$ cat config.mk
export PLATFORM = sky130hd
export DESIGN_NAME = text_console_ctrl
export DESIGN_NICKNAME = d
export VERILOG_FILES = /design/src/rtl/console_pkg.sv /design/src/rtl/console_cursor.sv /design/src/rtl/text_console_ctrl.sv
export SDC_FILE = /design/constraint.sdc
export NUM_CORES = 1
export LEC_CHECK = 0
export CELL_PAD_IN_SITES_DETAIL_PLACEMENT = 0
export CELL_PAD_IN_SITES_GLOBAL_PLACEMENT = 2
export CORE_MARGIN = 2
export CORE_UTILIZATION = 39
export DETAILED_ROUTE_END_ITERATION = 10
export GPL_TIMING_DRIVEN = 0
export PLACE_DENSITY_LB_ADDON = 0.25
export SETUP_SLACK_MARGIN = 0.3
export SLEW_MARGIN = 10
export SYNTH_ARGS = -nofsm -noshare
export SYNTH_HDL_FRONTEND = slang
export SYNTH_SLANG_ARGS = --single-unit
export TNS_END_PERCENT = 30
$ cat constraint.sdc
create_clock -name clk_sys -period 7.45 [get_ports clk_sys]
set_clock_uncertainty 0.1 [all_clocks]
set_input_delay 1.49 -clock clk_sys [delete_from_list [all_inputs] [get_ports clk_sys]]
set_output_delay 1.49 -clock clk_sys [all_outputs]
set_load 0.03 [all_outputs]
$ cat src/rtl/console_pkg.sv
// Shared constants, state and command encodings for the text console controller.
package console_pkg;

    localparam int unsigned COLS   = 80;
    localparam int unsigned ROWS   = 60;
    localparam int unsigned CELLS  = COLS * ROWS;
    localparam int unsigned ADDR_W = 13;
    localparam int unsigned COL_W  = 7;
    localparam int unsigned ROW_W  = 6;
    localparam int unsigned CHAR_W = 7;

    localparam logic [CHAR_W-1:0] BLANK = 7'h20;
    localparam logic [CHAR_W-1:0] LF    = 7'h0A;
    localparam logic [CHAR_W-1:0] CR    = 7'h0D;
    localparam logic [CHAR_W-1:0] BS    = 7'h08;

    typedef enum logic [1:0] {
        INIT,
        IDLE,
        CLEAR
    } state_t;

    typedef enum logic [2:0] {
        CUR_NONE,
        CUR_ADV,
        CUR_NL,
        CUR_CR,
        CUR_BS
    } cur_cmd_t;

    // True for codes that are written to the screen verbatim.
    function automatic logic is_printable(input logic [CHAR_W-1:0] c);
        return (c >= 7'h20) && (c <= 7'h7E);
    endfunction

endpackage

$ cat src/rtl/console_cursor.sv
// Cursor/scroll bookkeeping: row, column, scroll row and the linear cursor address,
// kept incrementally via a row-base register so no multiplier is needed.
module console_cursor
    import console_pkg::*;
(
    input  logic              clk_sys,
    input  logic              rst,
    input  logic [2:0]        cmd,
    output logic [COL_W-1:0]  col,
    output logic [ROW_W-1:0]  scroll_row,
    output logic [ADDR_W-1:0] cursor_addr,
    output logic [ADDR_W-1:0] next_base_c,
    output logic              col_last_c,
    output logic              wrap_c
);

    cur_cmd_t          cmd_e;
    logic [ROW_W-1:0]  row;
    logic [ADDR_W-1:0] row_base;
    logic [ROW_W-1:0]  next_row_c;
    logic [ROW_W-1:0]  next_scroll_c;
    logic              newline_c;

    assign cmd_e = cur_cmd_t'(cmd);

    // Modulo-ROWS successors and the scroll / end-of-line conditions.
    always_comb begin
        next_row_c    = (row == ROW_W'(ROWS - 1)) ? '0 : row + ROW_W'(1);
        next_scroll_c = (scroll_row == ROW_W'(ROWS - 1)) ? '0 : scroll_row + ROW_W'(1);
        next_base_c   = (row_base == ADDR_W'(CELLS - COLS)) ? '0 : row_base + ADDR_W'(COLS);
        col_last_c    = (col == COL_W'(COLS - 1));
        wrap_c        = (next_row_c == scroll_row);
        newline_c     = (cmd_e == CUR_NL) || ((cmd_e == CUR_ADV) && col_last_c);
    end

    // Apply the cursor command; a newline onto the top row also advances the scroll row.
    always_ff @(posedge clk_sys or posedge rst) begin
        if (rst) begin
            col         <= '0;
            row         <= '0;
            row_base    <= '0;
            scroll_row  <= '0;
            cursor_addr <= '0;
        end else if (newline_c) begin
            col         <= '0;
            row         <= next_row_c;
            row_base    <= next_base_c;
            cursor_addr <= next_base_c;
            if (wrap_c) begin
                scroll_row <= next_scroll_c;
            end
        end else begin
            case (cmd_e)
                CUR_ADV: begin
                    col         <= col + COL_W'(1);
                    cursor_addr <= cursor_addr + ADDR_W'(1);
                end
                CUR_CR: begin
                    col         <= '0;
                    cursor_addr <= row_base;
                end
                CUR_BS: begin
                    if (col != '0) begin
                        col         <= col - COL_W'(1);
                        cursor_addr <= cursor_addr - ADDR_W'(1);
                    end
                end
                default: begin
                end
            endcase
        end
    end

endmodule

$ cat src/rtl/text_console_ctrl.sv
// Character-stream controller: screen init, control-code handling, scroll-and-clear,
// and the registered VRAM write port.
module text_console_ctrl
    import console_pkg::*;
(
    input  logic              clk_sys,
    input  logic              rst,
    input  logic              ch_valid,
    input  logic [6:0]        ch_data,
    output logic              ch_ready,
    output logic              vram_we,
    output logic [ADDR_W-1:0] vram_addr,
    output logic [6:0]        vram_data,
    output logic [5:0]        scroll_row,
    output logic [ADDR_W-1:0] cursor_addr,
    output logic              busy
);

    state_t            state_q, state_d;
    logic [ADDR_W-1:0] cnt_q, cnt_d;
    logic [ADDR_W-1:0] clr_addr_q, clr_addr_d;
    logic              we_d;
    logic [ADDR_W-1:0] addr_d;
    logic [6:0]        data_d;
    logic              ready_d;
    cur_cmd_t          cmd_c;
    logic              accept_c;

    logic [COL_W-1:0]  col;
    logic [ADDR_W-1:0] next_base_c;
    logic              col_last_c;
    logic              wrap_c;

    console_cursor u_cursor (
        .clk_sys     (clk_sys),
        .rst         (rst),
        .cmd         (cmd_c),
        .col         (col),
        .scroll_row  (scroll_row),
        .cursor_addr (cursor_addr),
        .next_base_c (next_base_c),
        .col_last_c  (col_last_c),
        .wrap_c      (wrap_c)
    );

    // Next-state, write-port and handshake decode.
    always_comb begin
        state_d    = state_q;
        cnt_d      = cnt_q;
        clr_addr_d = clr_addr_q;
        we_d       = 1'b0;
        addr_d     = vram_addr;
        data_d     = vram_data;
        ready_d    = 1'b0;
        cmd_c      = CUR_NONE;
        accept_c   = ch_valid && ch_ready;

        case (state_q)
            INIT: begin
                we_d   = 1'b1;
                addr_d = cnt_q;
                data_d = BLANK;
                if (cnt_q == ADDR_W'(CELLS - 1)) begin
                    state_d = IDLE;
                    cnt_d   = '0;
                end else begin
                    cnt_d = cnt_q + ADDR_W'(1);
                end
            end

            IDLE: begin
                ready_d = 1'b1;
                if (accept_c) begin
                    if (is_printable(ch_data)) begin
                        cmd_c  = CUR_ADV;
                        we_d   = 1'b1;
                        addr_d = cursor_addr;
                        data_d = ch_data;
                        // Own write goes out now; all 80 clear writes follow.
                        if (col_last_c && wrap_c) begin
                            state_d    = CLEAR;
                            ready_d    = 1'b0;
                            clr_addr_d = next_base_c;
                            cnt_d      = '0;
                        end
                    end else if (ch_data == LF) begin
                        cmd_c = CUR_NL;
                        // LF has no own write, so the first clear write goes out now.
                        if (wrap_c) begin
                            state_d    = CLEAR;
                            ready_d    = 1'b0;
                            we_d       = 1'b1;
                            addr_d     = next_base_c;
                            data_d     = BLANK;
                            clr_addr_d = next_base_c + ADDR_W'(1);
                            cnt_d      = ADDR_W'(1);
                        end
                    end else if (ch_data == CR) begin
                        cmd_c = CUR_CR;
                    end else if ((ch_data == BS) && (col != '0)) begin
                        cmd_c  = CUR_BS;
                        we_d   = 1'b1;
                        addr_d = cursor_addr - ADDR_W'(1);
                        data_d = BLANK;
                    end
                end
            end

            CLEAR: begin
                we_d       = 1'b1;
                addr_d     = clr_addr_q;
                data_d     = BLANK;
                clr_addr_d = clr_addr_q + ADDR_W'(1);
                if (cnt_q == ADDR_W'(COLS - 1)) begin
                    state_d = IDLE;
                    cnt_d   = '0;
                end else begin
                    cnt_d = cnt_q + ADDR_W'(1);
                end
            end

            default: begin
                state_d = INIT;
                cnt_d   = '0;
            end
        endcase
    end

    // State, counters and registered outputs.
    always_ff @(posedge clk_sys or posedge rst) begin
        if (rst) begin
            state_q    <= INIT;
            cnt_q      <= '0;
            clr_addr_q <= '0;
            vram_we    <= 1'b0;
            vram_addr  <= '0;
            vram_data  <= '0;
            ch_ready   <= 1'b0;
            busy       <= 1'b1;
        end else begin
            state_q    <= state_d;
            cnt_q      <= cnt_d;
            clr_addr_q <= clr_addr_d;
            vram_we    <= we_d;
            vram_addr  <= addr_d;
            vram_data  <= data_d;
            ch_ready   <= ready_d;
            busy       <= !ready_d;
        end
    end

endmodule

==> results of run 1 <==
[routing by layer]
layer,track usage,part of all wire,wire length [um]
met1,0.343,0.47,10400
met2,0.396,0.47,10400
met3,0.0352,0.038,837
met4,0.0770,0.023,506
met5,0,0,0
[stage by stage]
step,setup slack [ns],total power [W],util
after floorplan,2.82,0.00214,-
after global placement,1.59,0.00275,0.440
after detailed placement,1.60,0.00278,0.442
after CTS,1.97,0.00337,0.463
after global routing,1.57,0.00359,0.463
final,1.99,0.00336,0.463
[power by group through the flow]
| stage | sequential [W] | clock [W] | combinational [W] |
|---|---|---|---|
| after floorplan | 0.00101 | 0 | 0.00112 |
| after global placement | 0.000892 | 0 | 0.00186 |
| after detailed placement | 0.000897 | 0 | 0.00188 |
| after CTS | 0.000888 | 0.000592 | 0.00189 |
| after global routing | 0.000914 | 0.000610 | 0.00206 |
| final | 0.000890 | 0.000579 | 0.00189 |
[cells by family after synthesis]
family / Yosys count / synth area share
xor gates and xnor gates: 39 / 0.0506
adders and majority gates: 21 / 0.0401
AOI/OAI and AO/OA: 234 / 0.230
muxes: 31 / 0.0501
buffers and inverters: 81 / 0.0492
and+or+nand+nor: 304 / 0.224
DFF: 96 / 0.356
[registers in the layout, indices dropped and copies added, names as in the netlist]
register	cells
clr_addr_q	13
cnt_q	13
u_cursor.cursor_addr	13
u_cursor.row_base	13
vram_addr	13
u_cursor.col	7
vram_data	7
u_cursor.row	6
u_cursor.scroll_row	6
state_q	2
busy	1
ch_ready	1
vram_we	1
[cell type report]
type,count,area (um2),share of cell area
Multi-Input combinational cell,629,4010,0.506
Clock buffer,10,229,0.0289
Tap cell,225,282,0.0355
Buffer,57,241,0.0305
Sequential cell,96,2400,0.303
Clock inverter,6,133,0.0167
Timing Repair Buffer,52,538,0.0678
Inverter,24,95.1,0.0120
[layout by cell type (no fill, tap or decap), types with 9 or more instances in the layout]
| master | n |
|---|---|
| sky130_fd_sc_hd__a21oi_1 | 41 |
| sky130_fd_sc_hd__a22oi_1 | 12 |
| sky130_fd_sc_hd__a31oi_1 | 16 |
| sky130_fd_sc_hd__and3_1 | 19 |
| sky130_fd_sc_hd__buf_2 | 9 |
| sky130_fd_sc_hd__clkbuf_1 | 43 |
| sky130_fd_sc_hd__clkbuf_16 | 9 |
| sky130_fd_sc_hd__clkdlybuf4s50_1 | 51 |
| sky130_fd_sc_hd__dfrtp_1 | 95 |
| sky130_fd_sc_hd__ha_1 | 20 |
| sky130_fd_sc_hd__inv_1 | 21 |
| sky130_fd_sc_hd__mux2_2 | 22 |
| sky130_fd_sc_hd__mux2i_1 | 9 |
| sky130_fd_sc_hd__nand2_1 | 83 |
| sky130_fd_sc_hd__nand2b_1 | 10 |
| sky130_fd_sc_hd__nand3_1 | 32 |
| sky130_fd_sc_hd__nand4_1 | 10 |
| sky130_fd_sc_hd__nor2_1 | 74 |
| sky130_fd_sc_hd__nor2b_1 | 12 |
| sky130_fd_sc_hd__nor3_1 | 16 |
| sky130_fd_sc_hd__o211ai_1 | 12 |
| sky130_fd_sc_hd__o21ai_0 | 60 |
| sky130_fd_sc_hd__o22ai_1 | 10 |
| sky130_fd_sc_hd__o31ai_1 | 17 |
| sky130_fd_sc_hd__xnor2_1 | 23 |
| sky130_fd_sc_hd__xor2_1 | 16 |
[how the worst min path moves through the flow]
stage,startpoint,end,slack [ns]
2_1_floorplan,u_cursor.col[4],u_cursor.col[4],0.37
3_3_place_gp,vram_data[2],vram_data[2],0.39
3_5_place_dp,vram_data[5],vram_data[5],0.40
4_1_cts,vram_data[5],vram_data[5],0.41
5_1_grt,vram_data[5],vram_data[5],0.42
6_report,vram_data[2],vram_data[2],0.41
==> results.md, run 1 <==
- Result of the run: completed
- Number of flip-flops and latches in the synthesized netlist: 96
- Fraction of power consumed by combinational cells: 0.563
- Clock root buffer: sky130_fd_sc_hd__clkbuf_16
- Yosys warns: 0
- Worst min-delay path class: reg2reg
- Router iterations before antenna repair: 5
- Cell with the most instances after synthesis: sky130_fd_sc_hd__dfrtp_1
- Deepest level of the CTS H-tree: 3
- Worst Hold Depth: 1
- Final GP Congestion: 0.862
- Placed cell area: 7570 um2
- Clock transition time at the flip-flop clock pins of the worst setup and hold paths: 0.07 ns
- CP Capture Type: flip-flop
- Max rail drop VDD: 0.170 mV
- LEAKAGE: 3.23 nW
- Critical Path Sink: u_cursor.col[6]
- Fin area: 7930 um2
- Highest clock rate: 183 MHz
- RSZ-0062 raised after global routing: no
- Count of flip-flops with a built-in enable after synthesis: 0
- Arrival time at the worst endpoint: 5.61 ns
- Crit. path cell count: 16
- Mapped Avg Cell Area: 8.37 um2
- Iteration-0 DRC count of the detailed router: 459
- Antenna violations before repair: 0
- Ordered list of cells on the worst path: clkdlybuf4s50_1 -> or4b_1 -> clkbuf_1 -> nor4_1 -> nand2_1 -> nor2_2 -> inv_2 -> clkbuf_1 -> fa_1 -> nor2b_1 -> o21ai_0 -> nand2b_1 -> a31oi_1 -> xnor2_1 -> o21ai_0 -> a22o_1
- Total gr overflow: 0
- Number of hold violations in the final report: 0
- Max-cap violation count: 0
- PwrDens: 424 nW/um2
- Total I/O pin count: 52
- Crit path max fanout: 12
- Critical path's slowest cell: sky130_fd_sc_hd__nor2_2
- Global-route wire length before repair: 34.9 mm
- Max-slew headroom: 0.374
- # diodes: 0
- Instance count after placement with tap cells included: 1,083
- Via count of the first global-routing pass: 6,198
- Number of standard cells after synthesis: 806
- Endpoints failing setup: 0
- Final period util: 0.733
- Total clock buffers created by CTS: 9
- Number of max-slew violations in the final report: 0
- Total Wirelength: 22.1 mm
- Clock Latency Late Sink: 0.36 ns
- Layout Area Growth over Synthesis: 17.6%
- Mean routed wirelength per cell: 20.1 um
- Ratio of cells with drive above 1 in the final layout: 0.0789
- Total routing usage reported by global routing: 0.246
- Post-cts sizing count: 0
- Library cells used by synthesis: 74
- # rows: 48
- Family with the most delay on the worst path: simple AND/OR/NAND/NOR gates
- Starting density of the core: 0.394
- CTS Hold Bufs: 0
- Synth area leader: sky130_fd_sc_hd__dfrtp_1
- Post-Synthesis Cell Area: 6740 um2
- Die extent in y: 136 um
- Critical path launch point type: primary input
- Average vias per placed instance: 5.94
- Port Buf Inserts: 51
- Origin of the worst setup path: ch_data[5]
- Internal Dissipation: 0.00178 W
- Number of vias after detailed routing: 6,525
- Sequential power share: 0.265
- DRC violations left: 0
- Sequential element share of the synthesized area: 0.356
- HPWL after detailed placement: 16.6 mm
- Terminus of the critical flop-to-flop path: u_cursor.col[6]
- Post-Synthesis Net Count: 837
- Maximum buffer depth of the clock tree: 2
- Top post-synthesis cells by area: sky130_fd_sc_hd__dfrtp_1 35%, sky130_fd_sc_hd__nand2_1 4.6%, sky130_fd_sc_hd__o21ai_0 4.5%
- Slew at the pin with the worst max-slew slack: 0.927 ns
- Die Span X: 136 um
- Start-to-end type of the worst setup path: in2reg
- Full die area: 18,400 um2
- Layout Nets: 900
- Final period demand of the worst path: 5.46 ns
- Final hold slack: 0.407 ns
- Buf+Inv Stages, Crit Path: 4
- CP Data Required Time: 7.60 ns
- Most frequent cells after synthesis: 95 x sky130_fd_sc_hd__dfrtp_1, 83 x sky130_fd_sc_hd__nand2_1, 74 x sky130_fd_sc_hd__nor2_1, 60 x sky130_fd_sc_hd__o21ai_0, 42 x sky130_fd_sc_hd__clkbuf_1
- Largest net degree at the start of global routing: 62
- Main flop type after synthesis: sky130_fd_sc_hd__dfrtp_1
- Worst R2R Path Depth: 14
- Fraction of registers with async set or reset after synthesis: 1.00
- Share of Yosys cell area claimed by the top area cell type: 0.353
- Number of clock sinks: 96
- Net switching power: 0.00158 W
- Placeable core area: 17,100 um2
- Reg2reg setup slack: 3.61 ns
- Post CTS Setup Buffer Count: 0
- Number of fillers in the final layout: 1,720
- Reg-to-Reg Start: state_q[1]
- Total Neg Setup Slack: 0 ns
- Maximum single-stage delay on the critical path: 0.53 ns
- Net Sw Frac: 0.469
- Post-route antenna net violation count: 0
- Share of total power in the clock network: 0.172
- TritonCTS clock tree: done
- Non-Filler Instances: 1,099
(Power assumes the default switching activity.)
==> inputs of run 2 (changes only) <==
- CORE_UTILIZATION: 39 -> 33
- clock period: 7.45 -> 4.7 ns (I/O delays scaled with it)
==> run 2 against run 1 <==
Compared with the run above: total power up 55%; flip-flop and latch count stayed put; first-iteration DRC count is 21% higher; non-clock buffer count increased by 1; register-to-register slack lost 2.5 ns; worst hold slack better by 0.0056 ns; critical path type unchanged; combinational power grew 60%; largest cell class unchanged; routed wire length up 1.7%; die area grew 18%; core utilization down 6.9 points; final cell count increased by 4.2%.
==> results.md, run 2 (synthesis gave the netlist of run 1 again) <==
- Post-Route Utilization: 0.394 (-0.0691)
- PwrDens: 654 nW/um2 (+54%)
- Total routing usage reported by global routing: 0.209 (-0.0373)
- # rows: 52 (+8.3%)
- Slew at the pin with the worst max-slew slack: 1.03 ns (+0.0988 ns)
- Final period util: 0.926
- Placeable core area: 20,200 um2 (+18%)
- Worst R2R Path Depth: 12 (-2)
- Buf+Inv Stages, Crit Path: 4 (unchanged)
- Reg2reg setup slack: 1.16 ns (-2.45 ns)
- Total I/O pin count: 52 (unchanged)
- Clock root buffer: sky130_fd_sc_hd__clkbuf_16
- Max rail drop VDD: 0.216 mV (+27%)
- Largest net degree at the start of global routing: 50 (-19%)
- Critical path launch point type: primary input
- RSZ-0062 raised after global routing: yes
- Result of the run: completed
- Full die area: 21,600 um2 (+18%)
- Max-slew headroom: 0.307 (-0.0667)
- Maximum buffer depth of the clock tree: 2 (unchanged)
- Non-Filler Instances: 1,145 (+4.2%)
- Clock Latency Late Sink: 0.36 ns (about the same)
- Deepest level of the CTS H-tree: 3 (unchanged)
- Global-route wire length before repair: 35.5 mm (+1.7%)
- LEAKAGE: 3.22 nW (-0.45%)
- Starting density of the core: 0.334 (-0.0596)
- Average vias per placed instance: 5.63 (-5.2%)
- Number of vias after detailed routing: 6,446 (-1.2%)
- Total clock buffers created by CTS: 9 (unchanged)
- Final GP Congestion: 0.870 (+0.94%)
- Layout Area Growth over Synthesis: 17.9%
- Family with the most delay on the worst path: simple AND/OR/NAND/NOR gates
- Ratio of cells with drive above 1 in the final layout: 0.0857 (+0.00677)
- Number of hold violations in the final report: 0 (unchanged)
- Mean routed wirelength per cell: 19.6 um (-2.4%)
- Total gr overflow: 0 (unchanged)
- Critical Path Sink: u_cursor.col[6]
- Reg-to-Reg Start: u_cursor.row[0]
- Origin of the worst setup path: ch_data[5]
- Critical path's slowest cell: sky130_fd_sc_hd__or4b_1
- TritonCTS clock tree: done
- Router iterations before antenna repair: 5 (unchanged)
- Via count of the first global-routing pass: 6,115 (-1.3%)
- Smallest setup slack after layout: 0.349 ns (-1.64 ns)
- Most common library cell in the layout ignoring fill and taps: sky130_fd_sc_hd__dfrtp_1
- Ordered list of cells on the worst path: clkdlybuf4s50_1 -> or4b_1 -> clkbuf_2 -> nor4_4 -> nand2_1 -> nor2_4 -> inv_2 -> buf_2 -> fa_1 -> nor2b_1 -> o21ai_0 -> nand2b_1 -> a31oi_1 -> xnor2_1 -> o21ai_0 -> a22o_1
- Highest clock rate: 230 MHz
- Antenna violations before repair: 0 (unchanged)
- Final hold slack: 0.413 ns (+0.00564 ns)
- # diodes: 0 (unchanged)
- Start-to-end type of the worst setup path: in2reg
- CTS Hold Bufs: 0 (unchanged)
- Final period demand of the worst path: 4.35 ns
- Endpoints failing setup: 0 (unchanged)
- Terminus of the critical flop-to-flop path: cnt_q[7]
- DRC violations left: 0 (unchanged)
- Instance count after placement with tap cells included: 1,128 (+4.2%)
- Iteration-0 DRC count of the detailed router: 557 (+21%)
- Clock transition time at the flip-flop clock pins of the worst setup and hold paths: 0.08 ns (about the same)
- Port Buf Inserts: 51 (unchanged)
- Top library cells by usage in the layout, fill and taps aside: 95 x sky130_fd_sc_hd__dfrtp_1, 83 x sky130_fd_sc_hd__nand2_1, 74 x sky130_fd_sc_hd__nor2_1
- CP Capture Type: flip-flop
- Die Span X: 147 um (+8.5%)
- Arrival time at the worst endpoint: 4.51 ns (-1.10 ns)
- Number of max-slew violations in the final report: 0 (unchanged)
- Crit. path cell count: 16 (unchanged)
- Layout Nets: 901 (+0.11%)
- CP Data Required Time: 4.86 ns (-2.74 ns)
- Worst min-delay path class: reg2reg
- Worst Setup Slack post-DPL: -0.654 ns (-2.26 ns)
- Number of clock sinks: 96 (unchanged)
- Die extent in y: 147 um (+8.5%)
- Max-cap violation count: 0 (unchanged)
- Maximum single-stage delay on the critical path: 0.53 ns (about the same)
- Post-route antenna net violation count: 0 (unchanged)
- Crit path max fanout: 10 (-2)
- HPWL after detailed placement: 16.9 mm (+1.7%)
- Total Wirelength: 22.5 mm (+1.7%)
- Most common cell type on the critical path: sky130_fd_sc_hd__o21ai_0
- Total chip power: 0.00520 W (+55%)
## run 2: cell types whose count changed in the layout (fill, tap and decap cells not counted), sizes merged
cell / delta
inv: +5
clkbuf: -2
buf: +2
bufinv: -4
## run 2: area by class of cell
type,instances,area [um2]
Fill cell,2084,12200
Tap cell,270,338
Clock inverter,7,70.1
Clock buffer,9,225
Buffer,57,245
Sequential cell,96,2400
Timing Repair Buffer,53,546
Inverter,24,95.1
Multi-Input combinational cell,629,4030
## run 2: repair_timing
| item | 4_1_cts | 5_1_grt |
|---|---|---|
| pin swaps | 1 | 1 |
| buffers inserted | 1 | 0 |
| gates resized for setup | 3 | 6 |
| endpoints found under the setup margin | 3 | 5 |
## run 2: through the flow
stage | setup TNS [ns] | area, um2
final | 0 | 7950
after global routing | 0 | 7950
after CTS | 0 | 7940
after detailed placement | -1.03 | 7620
after global placement | -57.26 | 7590
after floorplan | 0 | 6740
## run 2: power breakdown
group,switching [W],internal [W]
combinational,0.00189,0.00114
clock,0.000384,0.000378
sequential,0.000296,0.00111
total,0.00257,0.00263
## run 2: worst min-delay path by stage
stage               startpoint         endpoint  slack [ns]  cells past startpoint
6_report          vram_data[5]     vram_data[5]        0.41                      1
5_1_grt           vram_addr[8]     vram_addr[8]        0.44                      1
4_1_cts           vram_data[5]     vram_data[5]        0.42                      1
3_5_place_dp      vram_data[5]     vram_data[5]        0.40                      1
3_3_place_gp   u_cursor.col[4]  u_cursor.col[4]        0.39                      2
2_1_floorplan  u_cursor.col[4]  u_cursor.col[4]        0.37                      2
## run 2: routing by layer
layer | track usage | share of wire
met5 | 0 | 0
met4 | 0.0471 | 0.013
met3 | 0.0326 | 0.049
met2 | 0.327 | 0.46
met1 | 0.305 | 0.48
